[config.mk]
export PLATFORM = sky130hd
export DESIGN_NAME = pc_redirect_ctrl
export DESIGN_NICKNAME = d
export VERILOG_FILES = /design/src/rtl/pc_redirect_ctrl_pkg.sv /design/src/rtl/redirect_prio_sel.sv /design/src/rtl/pc_redirect_ctrl.sv
export SDC_FILE = /design/constraint.sdc
export NUM_CORES = 1
export LEC_CHECK = 0
export ABC_AREA = 0
export CORE_MARGIN = 2
export CORE_UTILIZATION = 59
export CTS_BUF_LIST = sky130_fd_sc_hd__clkbuf_4
export CTS_CLUSTER_DIAMETER = 150
export DETAILED_ROUTE_END_ITERATION = 12
export GPL_ROUTABILITY_DRIVEN = 0
export PLACE_DENSITY = 0.95
export SLEW_MARGIN = 20
export SYNTH_ARGS = -nofsm -noshare
export SYNTH_HDL_FRONTEND = slang
export SYNTH_HIERARCHICAL = 1
export SYNTH_SLANG_ARGS = --single-unit
export TNS_END_PERCENT = 20
[constraint.sdc]
create_clock -name clk -period 7.44 [get_ports clk]
set_clock_uncertainty 0.15 [all_clocks]
set_input_delay 1.116 -clock clk [delete_from_list [all_inputs] [get_ports clk]]
set_output_delay 1.116 -clock clk [all_outputs]
set_load 0.005 [all_outputs]
[src/rtl/pc_redirect_ctrl_pkg.sv]
// Shared types for the fetch-PC redirect controller: redirect causes, FSM states
// and the request record passed between the selector and the controller.
package pc_redirect_ctrl_pkg;

  typedef enum logic [2:0] {
    NONE   = 3'd0,
    EXC    = 3'd1,
    ERET   = 3'd2,
    BRANCH = 3'd3,
    JUMP   = 3'd4
  } redirect_cause_t;

  typedef enum logic [0:0] {
    RUN  = 1'b0,
    HOLD = 1'b1
  } redirect_state_t;

  typedef struct packed {
    logic            valid;
    redirect_cause_t cause;
    logic [63:0]     target;
  } redirect_req_t;

  localparam logic [63:0] PC_STEP = 64'd4;

endpackage

[src/rtl/redirect_prio_sel.sv]
// Fixed-priority redirect selector (EXC > ERET > BRANCH > JUMP); mask suppresses
// branch and jump requests from squashed shadow instructions.
module redirect_prio_sel
  import pc_redirect_ctrl_pkg::*;
(
  input  logic          exc_req,
  input  logic [63:0]   exc_target,
  input  logic          eret_req,
  input  logic [63:0]   eret_target,
  input  logic          br_req,
  input  logic [63:0]   br_target,
  input  logic          jmp_req,
  input  logic [63:0]   jmp_target,
  input  logic          mask,
  output redirect_req_t sel
);

  always_comb begin
    sel = '{valid: 1'b0, cause: NONE, target: 64'd0};
    if (exc_req) begin
      sel = '{valid: 1'b1, cause: EXC, target: exc_target};
    end else if (eret_req) begin
      sel = '{valid: 1'b1, cause: ERET, target: eret_target};
    end else if (br_req && !mask) begin
      sel = '{valid: 1'b1, cause: BRANCH, target: br_target};
    end else if (jmp_req && !mask) begin
      sel = '{valid: 1'b1, cause: JUMP, target: jmp_target};
    end else begin
      sel = '{valid: 1'b0, cause: NONE, target: 64'd0};
    end
  end

endmodule

[src/rtl/pc_redirect_ctrl.sv]
// Fetch PC owner: arbitrates control-flow redirects, parks one while fetch is
// stalled, and masks branch/jump requests during the post-redirect shadow.
module pc_redirect_ctrl
  import pc_redirect_ctrl_pkg::*;
#(
  parameter logic [63:0] RESET_PC      = 64'h0000_0000_0040_0000,
  parameter logic [63:0] HANDLER_RESET = 64'h0000_0000_8000_0180,
  parameter int          SHADOW_CYCLES = 2
) (
  input  logic            clk,
  input  logic            rst_n,
  input  logic            if_ready,
  input  logic            exc_req,
  input  logic            eret_req,
  input  logic [63:0]     epc,
  input  logic            br_req,
  input  logic [63:0]     br_target,
  input  logic            jmp_req,
  input  logic [63:0]     jmp_target,
  input  logic            cfg_we,
  input  logic [63:0]     cfg_handler_addr,
  output logic [63:0]     pc_out,
  output logic            pc_valid,
  output logic            flush,
  output redirect_cause_t redirect_cause,
  output logic [31:0]     redirect_count
);

  redirect_state_t state_q;
  redirect_req_t   pend_q;
  redirect_req_t   new_sel;
  redirect_req_t   merged;
  logic [63:0]     pc_q;
  logic [63:0]     handler_q;
  logic [7:0]      shadow_q;
  logic            pc_valid_q;
  redirect_cause_t cause_q;
  logic [31:0]     count_q;

  logic            pend_active;
  logic [4:1]      mrg_req;
  logic [63:0]     mrg_tgt [1:4];

  redirect_prio_sel u_new_sel (
    .exc_req    (exc_req),
    .exc_target (handler_q),
    .eret_req   (eret_req),
    .eret_target(epc),
    .br_req     (br_req),
    .br_target  (br_target),
    .jmp_req    (jmp_req),
    .jmp_target (jmp_target),
    .mask       (shadow_q != 8'd0),
    .sel        (new_sel)
  );

  // Pending and new winner share one slot per cause; on a tie the pending
  // entry keeps its slot, so only a strictly higher new winner replaces it.
  assign pend_active = (state_q == HOLD) && pend_q.valid;

  always_comb begin
    for (int k = 1; k <= 4; k++) begin
      mrg_req[k] = 1'b0;
      mrg_tgt[k] = 64'd0;
      if (pend_active && (pend_q.cause == redirect_cause_t'(3'(k)))) begin
        mrg_req[k] = 1'b1;
        mrg_tgt[k] = pend_q.target;
      end else if (new_sel.valid && (new_sel.cause == redirect_cause_t'(3'(k)))) begin
        mrg_req[k] = 1'b1;
        mrg_tgt[k] = new_sel.target;
      end else begin
        mrg_req[k] = 1'b0;
        mrg_tgt[k] = 64'd0;
      end
    end
  end

  redirect_prio_sel u_merge_sel (
    .exc_req    (mrg_req[1]),
    .exc_target (mrg_tgt[1]),
    .eret_req   (mrg_req[2]),
    .eret_target(mrg_tgt[2]),
    .br_req     (mrg_req[3]),
    .br_target  (mrg_tgt[3]),
    .jmp_req    (mrg_req[4]),
    .jmp_target (mrg_tgt[4]),
    .mask       (1'b0),
    .sel        (merged)
  );

  assign flush          = pc_valid_q && merged.valid && if_ready;
  assign pc_out         = pc_q;
  assign pc_valid       = pc_valid_q;
  assign redirect_cause = cause_q;
  assign redirect_count = count_q;

  // Nothing is accepted until the PC becomes valid on the first edge after reset.
  always_ff @(posedge clk or negedge rst_n) begin
    if (!rst_n) begin
      state_q    <= RUN;
      pend_q     <= '{valid: 1'b0, cause: NONE, target: 64'd0};
      pc_q       <= RESET_PC;
      handler_q  <= HANDLER_RESET;
      shadow_q   <= 8'd0;
      pc_valid_q <= 1'b0;
      cause_q    <= NONE;
      count_q    <= 32'd0;
    end else begin
      pc_valid_q <= 1'b1;
      if (cfg_we) begin
        handler_q <= cfg_handler_addr;
      end
      if (pc_valid_q) begin
        if (merged.valid && if_ready) begin
          pc_q     <= merged.target;
          cause_q  <= merged.cause;
          count_q  <= count_q + 32'd1;
          shadow_q <= 8'(SHADOW_CYCLES);
          pend_q   <= '{valid: 1'b0, cause: NONE, target: 64'd0};
          state_q  <= RUN;
        end else if (merged.valid) begin
          pend_q  <= merged;
          state_q <= HOLD;
        end else if (if_ready) begin
          pc_q <= pc_q + PC_STEP;
          if (shadow_q != 8'd0) begin
            shadow_q <= shadow_q - 8'd1;
          end
        end
      end
    end
  end

endmodule

Word level (Yosys, flattened, before mapping)
Cells that the tools add are included.

Logic and storage cells: 80. Register bits: 241. Output and inout port bits: 101.

Mux-type cells: 35. Eq/ne operators: 9. Reductions and logical operators: 23. Add/subtract/negate cells: 3.

Operator list (count): $mux W64 (11); $mux W68 (10); $add A64 B3 Y64 const B (1); $add A32 B1 Y32 const B (1); $mux W8 (4); $logic_and A1 B1 Y1 (14); $eq A3 B2 Y1 const B (4); $mux W1 (10); $reduce_bool A8 Y1 (1); $sub A8 B1 Y8 const B (1); $eq A3 B1 Y1 const B (2); $eq A3 B3 Y1 const B (2); $reduce_bool A2 Y1 (3); $reduce_and A2 Y1 (2); $reduce_and A4 Y1 (1); $reduce_and A3 Y1 (1); $ne A2 B1 Y1 const B (1); $logic_not A1 Y1 (1).

Longest topological paths before layout
Depth in word-level cells: 18. Mapped depth: 22.

Cells and area by module
The synthesis kept the hierarchy.

Modules (own cells, without submodules): pc_redirect_ctrl (times used 1, seq. area each 6010.8 sq um, cells each 1612, area each 14330.0 sq um); redirect_prio_sel (times used 2, seq. area each 0.0 sq um, cells each 308, area each 2558.7 sq um).

Worst setup path before layout
Ideal clock, no wire load.

Path type: input to output. Start point: in exc_req. End point: out flush. Setup slack: 2.584 ns. Path buffers: 5. Data arrival time: 3.590 ns. Data required time: 6.174 ns. Stages on the path: 14. Cells stage by stage: nor2_1 > and3_4 > buf_2 > nor4bb_1 > nor2_1 > clkbuf_1 > clkbuf_1 > inv_1 > nor2_1 > o21ai_0 > clkbuf_1 > nand3_1 > inv_1 > buf_1.

RTL lines: start, declared (RTL line pc_redirect_ctrl.sv:13) `input logic exc_req,`; end, declared (RTL line pc_redirect_ctrl.sv:24) `output logic flush,`.

==> flow_summary.html <==
<table>
<tr><th>Metric</th><th>Value</th></tr>
<tr><th colspan="2">Clock network</th></tr>
<tr><td>Count of cells resized by post-cts repair</td><td>0</td></tr>
<tr><td>Cell at the root of the clock tree</td><td>clkbuf_4</td></tr>
<tr><td>Setup bufs post-CTS</td><td>0</td></tr>
<tr><td>CTS tree</td><td>built</td></tr>
<tr><td>Total of hold buffers inserted after clock tree synthesis</td><td>0</td></tr>
<tr><td>Clock insertion delay at the later pin of the skew report</td><td>0.73 ns</td></tr>
<tr><td>CTS Sinks</td><td>240</td></tr>
<tr><td>Number of clock buffers inserted by TritonCTS</td><td>slightly below 70</td></tr>
<tr><td>Clock transition time at the flip-flop clock pins of the worst setup and hold paths</td><td>0.06 ns</td></tr>
<tr><td>CTS max path bufs</td><td>3</td></tr>
<tr><td>CTS H-tree depth</td><td>3</td></tr>
<tr><th colspan="2">Yosys</th></tr>
<tr><td>Synth top cells by count</td><td>nand2_1 (279), dfrtp_1 (236), a22o_1 (192), a31oi_1 (135), nor2b_1 (134)</td></tr>
<tr><td>Post-synth top area share</td><td>30.4%</td></tr>
<tr><td>Cell Area, Synth</td><td>around 20000 um^2</td></tr>
<tr><td>Top_reg_cell synth</td><td>dfrtp_1</td></tr>
<tr><td>Yosys reg bits</td><td>240</td></tr>
<tr><td>Number of warning messages in the yosys log</td><td>6</td></tr>
<tr><td>Sequential cell area fraction in the yosys report</td><td>30.9%</td></tr>
<tr><td>Cell types with the largest area share after synthesis</td><td>dfrtp_1 (30%), a22o_1 (8.6%), o2bb2ai_2 (7.7%), nand2_1 (5.4%), a21o_1 (5.0%)</td></tr>
<tr><td>Leading cell type by number of instances after synthesis</td><td>nand2_1</td></tr>
<tr><td>Proportion of register bits with asynchronous set or reset after synthesis</td><td>100%</td></tr>
<tr><td>Synthesized area per cell</td><td>between 8 and 9 um^2</td></tr>
<tr><td>Cell accounting for the most synthesized area</td><td>dfrtp_1</td></tr>
<tr><td>Gate count after technology mapping</td><td>2228</td></tr>
<tr><td>Number of different library cells in the post-synthesis netlist</td><td>76</td></tr>
<tr><td>Number of synthesized flops with an enable pin</td><td>0</td></tr>
<tr><th colspan="2">STA</th></tr>
<tr><td>Final hold violations</td><td>0</td></tr>
<tr><td>Unrepaired setup endpoints after global routing</td><td>false</td></tr>
<tr><td>TNS Setup</td><td>0 ns</td></tr>
<tr><td>Slew at the pin closest to its max-slew limit</td><td>between 1 and 1.5 ns</td></tr>
<tr><td>Maximum clock frequency</td><td>0.173 GHz</td></tr>
<tr><td>Post-layout min period</td><td>a little under 6 ns</td></tr>
<tr><td>Final number of setup-violating endpoints</td><td>0</td></tr>
<tr><td>Headroom to the max-slew limit</td><td>22.1%</td></tr>
<tr><td>Fin. max-slew vios</td><td>0</td></tr>
<tr><td>Least setup slack across all paths after layout</td><td>between 1.5 and 2 ns</td></tr>
<tr><td>Fraction of the cycle the final worst path needs</td><td>77.6%</td></tr>
<tr><th colspan="2">Floorplanning</th></tr>
<tr><td>Standard-cell rows</td><td>66</td></tr>
<tr><td>Area of the placeable core</td><td>32500 um^2</td></tr>
<tr><td>Die footprint</td><td>34400 um^2</td></tr>
<tr><td>Die width</td><td>186 um</td></tr>
<tr><td>I/O Pins</td><td>365</td></tr>
<tr><td>Initial Util</td><td>59.8%</td></tr>
<tr><td>Die height</td><td>186 um</td></tr>
<tr><th colspan="2">Setup path</th></tr>
<tr><td>Biggest fanout along the worst timing path</td><td>42</td></tr>
<tr><td>Data arrival time at the worst-slack endpoint</td><td>4.51 ns</td></tr>
<tr><td>CP startpoint kind</td><td>flip-flop</td></tr>
<tr><td>Data required time of the critical path</td><td>6.17 ns</td></tr>
<tr><td>Critical path start-end classification</td><td>flip-flop to output port</td></tr>
<tr><td>Worst Setup End Kind</td><td>output port</td></tr>
<tr><th colspan="2">Detailed routing</th></tr>
<tr><td>Number of design-rule violations left by the first detailed-router iteration</td><td>approximately 3700</td></tr>
<tr><td>Final WL</td><td>between 60 and 70 mm</td></tr>
<tr><td>Drc violations</td><td>0</td></tr>
<tr><td>Iteration count of the initial detailed-routing pass</td><td>7</td></tr>
<tr><td>Routed vias</td><td>20589</td></tr>
<tr><td>Average wire per standard cell</td><td>22.8 um</td></tr>
<tr><td>Vias/cell</td><td>6.92</td></tr>
<tr><td>Residual antenna-violating net count after detailed routing</td><td>0</td></tr>
<tr><th colspan="2">Global route</th></tr>
<tr><td>Pin count of the biggest net entering global routing</td><td>~130</td></tr>
<tr><td>Gr usage total</td><td>38.2%</td></tr>
<tr><td>Initial antenna violation count</td><td>2</td></tr>
<tr><td>GR Overflow Total</td><td>0</td></tr>
<tr><td>Global-route wire length before repair</td><td>105 mm</td></tr>
<tr><td>Number of global-route vias before repair</td><td>roughly 20000</td></tr>
<tr><th colspan="2">Run status</th></tr>
<tr><td>Status</td><td>finished clean</td></tr>
<tr><th colspan="2">Job</th></tr>
<tr><td>Max-capacitance violation count</td><td>0</td></tr>
<tr><th colspan="2">Finish</th></tr>
<tr><td>Number of fill cells</td><td>about 2400</td></tr>
<tr><td>Layout overhead on the synthesized area</td><td>21.7%</td></tr>
<tr><td>Layout cell share with drive strength beyond 1</td><td>14.2%</td></tr>
<tr><td>Area used by multi-input combinational logic</td><td>12300 um^2</td></tr>
<tr><td>Register area</td><td>6010 um^2</td></tr>
<tr><td>NumNets Final</td><td>2750</td></tr>
<tr><th colspan="2">Power and ir drop</th></tr>
<tr><td>Pwr dens</td><td>272 nW/um^2</td></tr>
<tr><td>Static leakage</td><td>between 0.009 and 0.01 uW</td></tr>
<tr><td>Worst vdd rail ir drop</td><td>about 140 uV</td></tr>
<tr><th colspan="2">Placed design</th></tr>
<tr><td>Worst setup timing slack at the placement stage</td><td>slightly below 2 ns</td></tr>
<tr><td>Number of buffers inserted by port buffering</td><td>364</td></tr>
<tr><td>Half-perimeter wire length of the detailed placement result</td><td>about 45 mm</td></tr>
<tr><th colspan="2">Min path</th></tr>
<tr><td>Classification of the worst-slack hold path</td><td>flip-flop to flip-flop</td></tr>
</table>
[path summary, 6_finish.rpt]
kind                                     from                 end  slack (ns)  cells past startpoint
max in group asynchronous               rst_n   redirect_cause[2]        5.47                      2
setup / recovery                  shadow_q[4]               flush        1.66                     11
hold / removal             redirect_count[31]  redirect_count[31]        0.35                      1
hold reg to reg            redirect_count[31]  redirect_count[31]        0.35                      1
setup reg to reg                  shadow_q[4]           pc_out[4]        2.34                     13
min in group asynchronous               rst_n          pc_out[34]        0.39                      1
[through the flow]
stage / power [uW] / instances / util (%) / hold WS, ns / cell area [um^2]
finish: 6430 / 2975 / 72.8 / 0.346 / 23700
global route: 6760 / 2973 / 72.7 / 0.368 / 23700
CTS: 6320 / 2972 / 72.7 / 0.351 / 23700
detailed placement: 4980 / 2853 / 70.0 / 0.331 / 22800
global placement: 4820 / 2853 / 70.0 / 0.308 / 22800
floorplan: 3840 / 2230 / - / 0.318 / 19500
[cells by family after synthesis]
logic type | Yosys count | share of synthesized area, %
AO/OA/AOI/OAI | 858 | 35.0
XOR/XNOR | 37 | 1.67
adder cells (fa/ha/maj) | 4 | 0.257
buffers and inverters | 229 | 6.58
flip-flops | 240 | 30.9
multiplexers | 87 | 4.89
other | 2 | 0.0386
AND/OR/NAND/NOR | 771 | 20.7
[registers in the layout, indices dropped and copies added (netlist names)]
signal	count
handler_q	64
pc_valid	1
pend_q	67
pc_out	64
state_q	1
redirect_count	32
shadow_q	8
redirect_cause	3
[where the power goes]
part / internal, uW / switching, uW
clock network: 702 / 628
registers: 1680 / 567
logic: 1270 / 1590
[layout make-up]
cell class                 instances  share of cell area, %
sequential                       240                   25.4
antenna                            3                 0.0317
clock inverter                    16                  0.523
multi-input combinational       1761                   51.8
clock buffer                     103                   3.27
tap                              442                   2.34
timing repair buffer             397                   16.4
inverter                          13                  0.206
[metal layers]
metal  track usage (%)  vias up  share of wire (%)
met3              8.41      332                 13
met5                 0        -                  0
li1                  -     8882                  -
met2              60.1     1704                 45
met1              51.2     9671                 37
met4              15.4        0                4.6
[critical path: stages, from the launching register on]
cell,delay [ns]
dfrtp_1,0.41
nor4_1,0.58
nand3_1,0.46
nor2b_4,0.24
a21o_1,0.31
nand3b_1,0.23
o21ai_4,0.41
nor2_1,0.19
o21ai_2,0.23
nand3_2,0.14
inv_1,0.11
clkdlybuf4s50_1,0.50
[layout by cell type, fill, tap and decap left out, types with 50 or more instances in the layout]
cell type,n
a21o_1,130
a21oi_1,104
a22o_1,192
a31oi_1,135
clkbuf_4,103
clkdlybuf4s50_1,359
dfrtp_1,236
mux2_2,64
nand2_1,278
nand2b_1,67
nand3_1,50
nor2_1,70
nor2b_1,134
o21ai_0,91
o2bb2ai_2,100
Note: power is estimated with default switching activity, not from simulation.
